[src/rtl/sipm_readout_sequencer.sv]
// Frame controller for the SiPM measurement channels: arms the enabled units, pulses the
// shared discharge, collects results (or times out) and streams them out in channel order.
module sipm_readout_sequencer #(
  parameter int N_CH           = 4,
  parameter int RAW_DATA_WIDTH = 10,
  parameter int DISCH_CYCLES   = 16,
  parameter int TIMEOUT        = 1023,
  parameter int CH_W           = $clog2(N_CH)
) (
  input  logic                           i_clk,
  input  logic                           i_rst_n,
  input  logic                           i_start,
  input  logic [N_CH-1:0]                i_ch_en,
  output logic                           o_busy,
  output logic [N_CH-1:0]                o_meas_rst,
  output logic                           o_discharge,
  input  logic [N_CH*RAW_DATA_WIDTH-1:0] i_meas_data,
  input  logic [N_CH-1:0]                i_meas_val,
  output logic                           o_out_valid,
  input  logic                           i_out_ready,
  output logic [CH_W-1:0]                o_out_ch,
  output logic [RAW_DATA_WIDTH-1:0]      o_out_data,
  output logic                           o_out_timeout,
  output logic                           o_frame_done
);

  // state   | meaning
  // S_IDLE  | all units held in reset, waiting for start
  // S_ARM   | enabled units released, discharge low (2 cycles)
  // S_DISCH | discharge high for DISCH_CYCLES
  // S_WAIT  | waiting for all enabled results or timeout
  // S_DRAIN | streaming captured results, ascending channel
  // S_DONE  | frame_done pulse, units back in reset
  typedef enum logic [2:0] {
    S_IDLE,
    S_ARM,
    S_DISCH,
    S_WAIT,
    S_DRAIN,
    S_DONE
  } state_t;

  localparam int CNT_W = $clog2(TIMEOUT + 1);
  localparam int TMR_W = $clog2(DISCH_CYCLES + 1);
  localparam logic [CNT_W-1:0] WAIT_LAST  = CNT_W'(TIMEOUT - 1);
  localparam logic [TMR_W-1:0] DISCH_LOAD = TMR_W'(DISCH_CYCLES - 1);
  localparam logic [TMR_W-1:0] ARM_LOAD   = TMR_W'(1);

  state_t                           r_state;
  logic [N_CH-1:0]                  r_en_q;
  logic [TMR_W-1:0]                 r_tmr;
  logic [CNT_W-1:0]                 r_wait_cnt;
  logic [N_CH*RAW_DATA_WIDTH-1:0]   r_cap_data;
  logic [N_CH-1:0]                  r_cap_val;

  logic                             w_all_val;
  logic                             w_wait_exit;
  logic [N_CH-1:0]                  w_val_now;
  logic                             w_first_found;
  logic [CH_W-1:0]                  w_first_ch;
  logic                             w_next_found;
  logic [CH_W-1:0]                  w_next_ch;

  function automatic logic [RAW_DATA_WIDTH-1:0] beat_data(
    input logic [N_CH*RAW_DATA_WIDTH-1:0] data,
    input logic [N_CH-1:0]                val,
    input logic [CH_W-1:0]                ch
  );
    beat_data = val[ch] ? data[ch*RAW_DATA_WIDTH +: RAW_DATA_WIDTH] : '0;
  endfunction

  assign w_val_now   = i_meas_val & r_en_q;
  assign w_all_val   = (w_val_now == r_en_q);
  // completion wins over a simultaneous timeout, so captured flags are the real ones
  assign w_wait_exit = w_all_val || (r_wait_cnt == WAIT_LAST);

  always_comb begin
    w_first_found = 1'b0;
    w_first_ch    = '0;
    w_next_found  = 1'b0;
    w_next_ch     = '0;
    for (int i = N_CH - 1; i >= 0; i--) begin
      if (r_en_q[i]) begin
        w_first_found = 1'b1;
        w_first_ch    = CH_W'(i);
      end
      if (r_en_q[i] && (i > int'(o_out_ch))) begin
        w_next_found = 1'b1;
        w_next_ch    = CH_W'(i);
      end
    end
  end

  always_ff @(posedge i_clk or negedge i_rst_n) begin
    if (!i_rst_n) begin
      r_state       <= S_IDLE;
      r_en_q        <= '0;
      r_tmr         <= '0;
      r_wait_cnt    <= '0;
      r_cap_data    <= '0;
      r_cap_val     <= '0;
      o_busy        <= 1'b0;
      o_meas_rst    <= '1;
      o_discharge   <= 1'b0;
      o_out_valid   <= 1'b0;
      o_out_ch      <= '0;
      o_out_data    <= '0;
      o_out_timeout <= 1'b0;
      o_frame_done  <= 1'b0;
    end else begin
      case (r_state)
        S_IDLE: begin
          o_meas_rst   <= '1;
          o_discharge  <= 1'b0;
          o_frame_done <= 1'b0;
          if (i_start) begin
            r_en_q     <= i_ch_en;
            r_tmr      <= ARM_LOAD;
            o_busy     <= 1'b1;
            o_meas_rst <= ~i_ch_en;
            r_state    <= S_ARM;
          end
        end

        S_ARM: begin
          if (r_tmr == '0) begin
            r_tmr       <= DISCH_LOAD;
            o_discharge <= 1'b1;
            r_state     <= S_DISCH;
          end else begin
            r_tmr <= r_tmr - TMR_W'(1);
          end
        end

        S_DISCH: begin
          r_wait_cnt <= '0;
          if (r_tmr == '0) begin
            o_discharge <= 1'b0;
            r_state     <= S_WAIT;
          end else begin
            r_tmr <= r_tmr - TMR_W'(1);
          end
        end

        S_WAIT: begin
          if (w_wait_exit) begin
            r_cap_data <= i_meas_data;
            r_cap_val  <= w_val_now;
            if (w_first_found) begin
              // first beat comes from the live inputs being captured this cycle
              o_out_valid   <= 1'b1;
              o_out_ch      <= w_first_ch;
              o_out_data    <= beat_data(i_meas_data, w_val_now, w_first_ch);
              o_out_timeout <= ~w_val_now[w_first_ch];
              r_state       <= S_DRAIN;
            end else begin
              o_frame_done <= 1'b1;
              o_meas_rst   <= '1;
              r_state      <= S_DONE;
            end
          end else begin
            r_wait_cnt <= r_wait_cnt + CNT_W'(1);
          end
        end

        S_DRAIN: begin
          if (o_out_valid && i_out_ready) begin
            if (w_next_found) begin
              o_out_ch      <= w_next_ch;
              o_out_data    <= beat_data(r_cap_data, r_cap_val, w_next_ch);
              o_out_timeout <= ~r_cap_val[w_next_ch];
            end else begin
              o_out_valid   <= 1'b0;
              o_out_ch      <= '0;
              o_out_data    <= '0;
              o_out_timeout <= 1'b0;
              o_frame_done  <= 1'b1;
              o_meas_rst    <= '1;
              r_state       <= S_DONE;
            end
          end
        end

        S_DONE: begin
          o_frame_done <= 1'b0;
          o_busy       <= 1'b0;
          o_meas_rst   <= '1;
          r_state      <= S_IDLE;
        end

        default: begin
          o_busy       <= 1'b0;
          o_meas_rst   <= '1;
          o_discharge  <= 1'b0;
          o_out_valid  <= 1'b0;
          o_frame_done <= 1'b0;
          r_state      <= S_IDLE;
        end
      endcase
    end
  end

endmodule

[config.mk]
export PLATFORM = sky130hd
export DESIGN_NAME = sipm_readout_sequencer
export DESIGN_NICKNAME = d
export VERILOG_FILES = /design/src/rtl/sipm_readout_sequencer.sv
export SDC_FILE = /design/constraint.sdc
export NUM_CORES = 1
export LEC_CHECK = 0
export CAP_MARGIN = 20
export CORE_ASPECT_RATIO = 1.25
export CORE_MARGIN = 2
export CORE_UTILIZATION = 60
export CTS_BUF_LIST = sky130_fd_sc_hd__clkbuf_8
export DETAILED_ROUTE_END_ITERATION = 12
export PLACE_DENSITY = 0.94
export SLEW_MARGIN = 10
export SYNTH_ARGS = -nofsm -noshare
export SYNTH_HDL_FRONTEND = slang
export SYNTH_SLANG_ARGS = --single-unit
[constraint.sdc]
create_clock -name i_clk -period 4.2 [get_ports i_clk]
set_clock_uncertainty 0.15 [all_clocks]
set_input_delay 0.63 -clock i_clk [delete_from_list [all_inputs] [get_ports i_clk]]
set_output_delay 0.63 -clock i_clk [all_outputs]
set_load 0.005 [all_outputs]
==> impl_metrics.prom <==
# TYPE chip_impl_metric gauge
chip_impl_metric{name="maximum_number_of_pins_on_one_net_before_global_route_repair",unit=""} 88
chip_impl_metric{name="layout_worst_path_cycle_share",unit="%"} 72.7
chip_impl_metric{name="mapped_nets",unit=""} 495
chip_impl_metric{name="switching_power",unit="mW"} 1.68
chip_impl_metric{name="avgSynthCellArea",unit="sq um"} 10.6
chip_impl_metric{name="drv_cap",unit=""} 0
chip_impl_metric{name="ff2ff_path_depth",unit=""} 5
chip_impl_metric{name="io_buffers",unit=""} 72
chip_impl_info{name="crit_path_end_kind",value="flip-flop"} 1
chip_impl_metric{name="final_period_demand_of_the_worst_path",unit="ns"} 3.05
chip_impl_metric{name="crit_arrival",unit="ns"} 3.14
chip_impl_metric{name="worst_skew_pair_later_pin_latency",unit="ns"} 0.36
chip_impl_metric{name="timing_hold_violations_final",unit=""} 0
chip_impl_metric{name="core_footprint",unit="sq um"} 7440
chip_impl_metric{name="async_reset_ff_share",unit="%"} 100
chip_impl_metric{name="number_of_core_rows",unit=""} 35
chip_impl_info{name="clockRootBuffer",value="clkbuf_8"} 1
chip_impl_metric{name="vias_in_the_first_global_route",unit=""} 3856
chip_impl_metric{name="holdPathStages",unit=""} 1
chip_impl_metric{name="timing.fmax",unit="MHz"} 328
chip_impl_metric{name="cts.clk_slew.worst_paths",unit="ns"} 0.09
chip_impl_metric{name="headroom_to_the_max_slew_limit",unit="%"} 30.2
chip_impl_metric{name="layout.core_utilization",unit="%"} 75.1
chip_impl_metric{name="grt_usage",unit="%"} 28.0
chip_impl_metric{name="synth.ff_latch_count",unit=""} 87
chip_impl_metric{name="internal_power",unit="mW"} 2.45
chip_impl_metric{name="cts_htree_levels",unit=""} 3
chip_impl_metric{name="io_pins",unit=""} 73
chip_impl_info{name="worstSetupPathType",value="flip-flop to flip-flop"} 1
chip_impl_info{name="holdCritPathClass",value="flip-flop to flip-flop"} 1
chip_impl_metric{name="via_count",unit=""} 3801
chip_impl_info{name="rsz_0062_raised_after_global_routing",value="no"} 1
chip_impl_metric{name="post_drt_via_cell_ratio",unit=""} 6.36
chip_impl_metric{name="antenna_found_initial",unit=""} 0
chip_impl_metric{name="power.combinational.fraction",unit="%"} 49.9
chip_impl_metric{name="pwr_density_cell",unit="nW/um^2"} 737
chip_impl_metric{name="detailedPlacementHpwl",unit="um"} 7810
chip_impl_metric{name="maximum_clock_insertion_buffer_count",unit=""} 2
chip_impl_metric{name="final_layout_size_suffix_gt1_share",unit="%"} 20.0
chip_impl_metric{name="die_area",unit="sq um"} 8500
chip_impl_metric{name="firstDrtPassIters",unit=""} 6
chip_impl_metric{name="total_power",unit="mW"} 4.12
chip_impl_info{name="clock_tree_from_tritoncts",value="done"} 1
chip_impl_metric{name="required_time_worst_endpoint",unit="ns"} 4.29
chip_impl_metric{name="syn2layout_area_growth",unit="%"} 20.0
chip_impl_metric{name="n_antenna_cell",unit=""} 0
chip_impl_metric{name="globalRouteOverflowTotal",unit=""} 0
chip_impl_metric{name="floorplan.initialDensity",unit="%"} 62.6
chip_impl_metric{name="power.share.clock",unit="%"} 12.6
chip_impl_metric{name="place.gp.congestion",unit=""} 0.819
chip_impl_metric{name="post_synth_instance_area",unit="sq um"} 4660
chip_impl_metric{name="switching_share",unit="%"} 40.6
chip_impl_metric{name="routed_wirelength",unit="um"} 11500
chip_impl_metric{name="post_cts_setup_bufs",unit=""} 0
chip_impl_metric{name="floorplan.die.height",unit="um"} 103
chip_impl_metric{name="p_leak",unit="nW"} 2.43
chip_impl_metric{name="synth_seq_area_share",unit="%"} 46.8
chip_impl_metric{name="critical_path_peak_fanout",unit=""} 25
chip_impl_metric{name="numCtsBuffers",unit=""} 9
chip_impl_metric{name="syn_inst",unit=""} 440
chip_impl_metric{name="grt_pass1_wl",unit="um"} 18700
chip_impl_metric{name="vdd_ir_drop_max",unit="V"} 0.000553
chip_impl_metric{name="sequentialPowerShare",unit="%"} 37.5
chip_impl_metric{name="synth_enable_flop_cells",unit=""} 0
chip_impl_metric{name="setup_total_neg_slack",unit="ns"} 0
chip_impl_metric{name="ys_types",unit=""} 60
chip_impl_metric{name="setup-violations-final",unit=""} 0
chip_impl_metric{name="tritoncts_num_sinks",unit=""} 87
chip_impl_metric{name="post_detailed_route_wirelength_per_cell",unit="um"} 19.2
chip_impl_metric{name="dr.first_iter.drc_count",unit=""} 329
chip_impl_info{name="ys_dominant_reg_cell",value="dfrtp_1"} 1
chip_impl_metric{name="tightest_slew",unit="ns"} 1.04
chip_impl_info{name="status",value="complete, no violations"} 1
chip_impl_metric{name="floorplan.die.width",unit="um"} 82.8
chip_impl_info{name="crit_path_start_kind",value="flip-flop"} 1
chip_impl_metric{name="drc",unit=""} 0
chip_impl_metric{name="slew_viol_final",unit=""} 0
chip_impl_metric{name="post_cts.resized_instances",unit=""} 0
chip_impl_metric{name="final_net_count",unit=""} 556
chip_impl_metric{name="yosys_warnings",unit=""} 0
chip_impl_metric{name="ctsHoldBuffers",unit=""} 0
chip_impl_metric{name="ant_nets",unit=""} 0
==> cells by family (layout without fill, tap and decap cells) <==
kind of cell,Yosys count,count (layout),synth area share (%)
xor+xnor,9,9,1.69
mux,63,63,17.4
buf+inv,37,103,4.16
flops,87,87,46.8
compound gates,87,87,13.1
simple gates,154,154,16.0
fa+ha+maj,3,3,0.805
==> placed cells by master (no fill, tap or decap), drive strengths merged, types with 6 or more instances in the layout <==
cell           netlist  final
clkbuf               8      9
mux2i               11     11
o21a                 6      6
nand3               13     13
nor2                41     41
nand2b               6      6
or2                 12     12
o21ai               19     19
buf                 20      6
dfrtp               83     83
clkdlybuf4s50        0     71
o211ai              10     10
a31oi               15     15
inv                  9     10
mux4                10     10
mux2                42     42
xor2                 8      8
nor3                 7      7
a21oi               15     15
nand4                6      6
nand2               50     50
nor2b                6      6
==> worst max-delay path: stages (launching register included) <==
cell	delay [ns]
dfrtp_1	0.57
nor2_2	0.41
nand2_1	0.31
o22ai_1	0.24
nor2b_2	0.86
mux2_1	0.39
==> final cells by class <==
| class | instances | area [sq um] |
|---|---|---|
| clock inverters | 7 | 51.3 |
| multi-input cells | 316 | 2300 |
| well taps | 92 | 115 |
| repair buffers | 78 | 790 |
| inverters | 9 | 33.8 |
| clock buffers | 9 | 124 |
| flip-flops and latches | 87 | 2180 |
| fillers | 445 | 1850 |
==> state kept, by name (all words and copies together), names as in the netlist, 3 cells and up <==
signal      count
o_meas_rst      4
r_state         3
r_tmr           5
o_out_data     10
r_wait_cnt     10
r_en_q          4
r_cap_data     40
r_cap_val       4
==> path summary, 6_finish.rpt <==
check | startpoint | to | slack [ns]
setup / recovery | r_state[0]$_DFFE_PN0P_ | o_out_ch[0]$_DFFE_PN0P_ | 1.15
hold / removal | r_tmr[4]$_DFFE_PN0P_ | r_tmr[4]$_DFFE_PN0P_ | 0.34
setup reg to reg | r_state[0]$_DFFE_PN0P_ | o_out_ch[0]$_DFFE_PN0P_ | 1.15
hold reg to reg | r_tmr[4]$_DFFE_PN0P_ | r_tmr[4]$_DFFE_PN0P_ | 0.34
max in group asynchronous | i_rst_n | r_cap_data[2]$_DFFE_PN0P_ | 2.75
min in group asynchronous | i_rst_n | r_tmr[2]$_DFFE_PN0P_ | 0.54
==> synthesized netlist by cell type, types with 4 or more instances <==
cell type  number  area [sq um]
o211ai_1       10          75.1
mux4_2         10           225
o21ai_0        16          80.1
nor2b_1         6          37.5
nand2_1        50           188
clkbuf_1        8          30.0
mux2i_1        11           110
a21oi_1        15          75.1
xor2_1          8          70.1
o21a_1          6          45.0
nor2_1         39           146
buf_2          14          70.1
dfstp_2         4           105
nand4_1         6          37.5
dfrtp_1        83          2080
or2_2          11          68.8
mux2_2         39           439
nand2b_1        4          25.0
a31oi_1        15          93.8
nand3_1        13          65.1
nor3_1          7          35.0
inv_1           8          30.0
buf_6           4          45.0
==> routing by layer <==
| layer | wire (um) | GRT usage (%) |
|---|---|---|
| met5 | 0 | 0 |
| met4 | 346 | 13.5 |
| met3 | 703 | 5.36 |
| met2 | 6000 | 47.8 |
| met1 | 4450 | 34.8 |
==> power groups by stage <==
stage               logic [mW]  registers (mW)  clock network [mW]
floorplan                 1.50            1.41                   0
global placement          1.90            1.51                   0
CTS                       2.03            1.53               0.524
finish                    2.06            1.55               0.518
detailed placement        2.01            1.54                   0
global route              2.23            1.59               0.567
==> through the flow <==
step / instance area [sq um] / std cells / hold WS, ns / setup slack, ns
after CTS: 5560 / 596 / 0.343 / 1.25
after detailed placement: 5380 / 580 / 0.323 / 0.941
final: 5590 / 598 / 0.343 / 1.15
after global routing: 5590 / 598 / 0.367 / 0.999
after global placement: 5370 / 579 / 0.313 / 1.01
after floorplan: 4660 / 440 / 0.184 / 2.07
No activity file was read; power rests on OpenSTA's default activity.
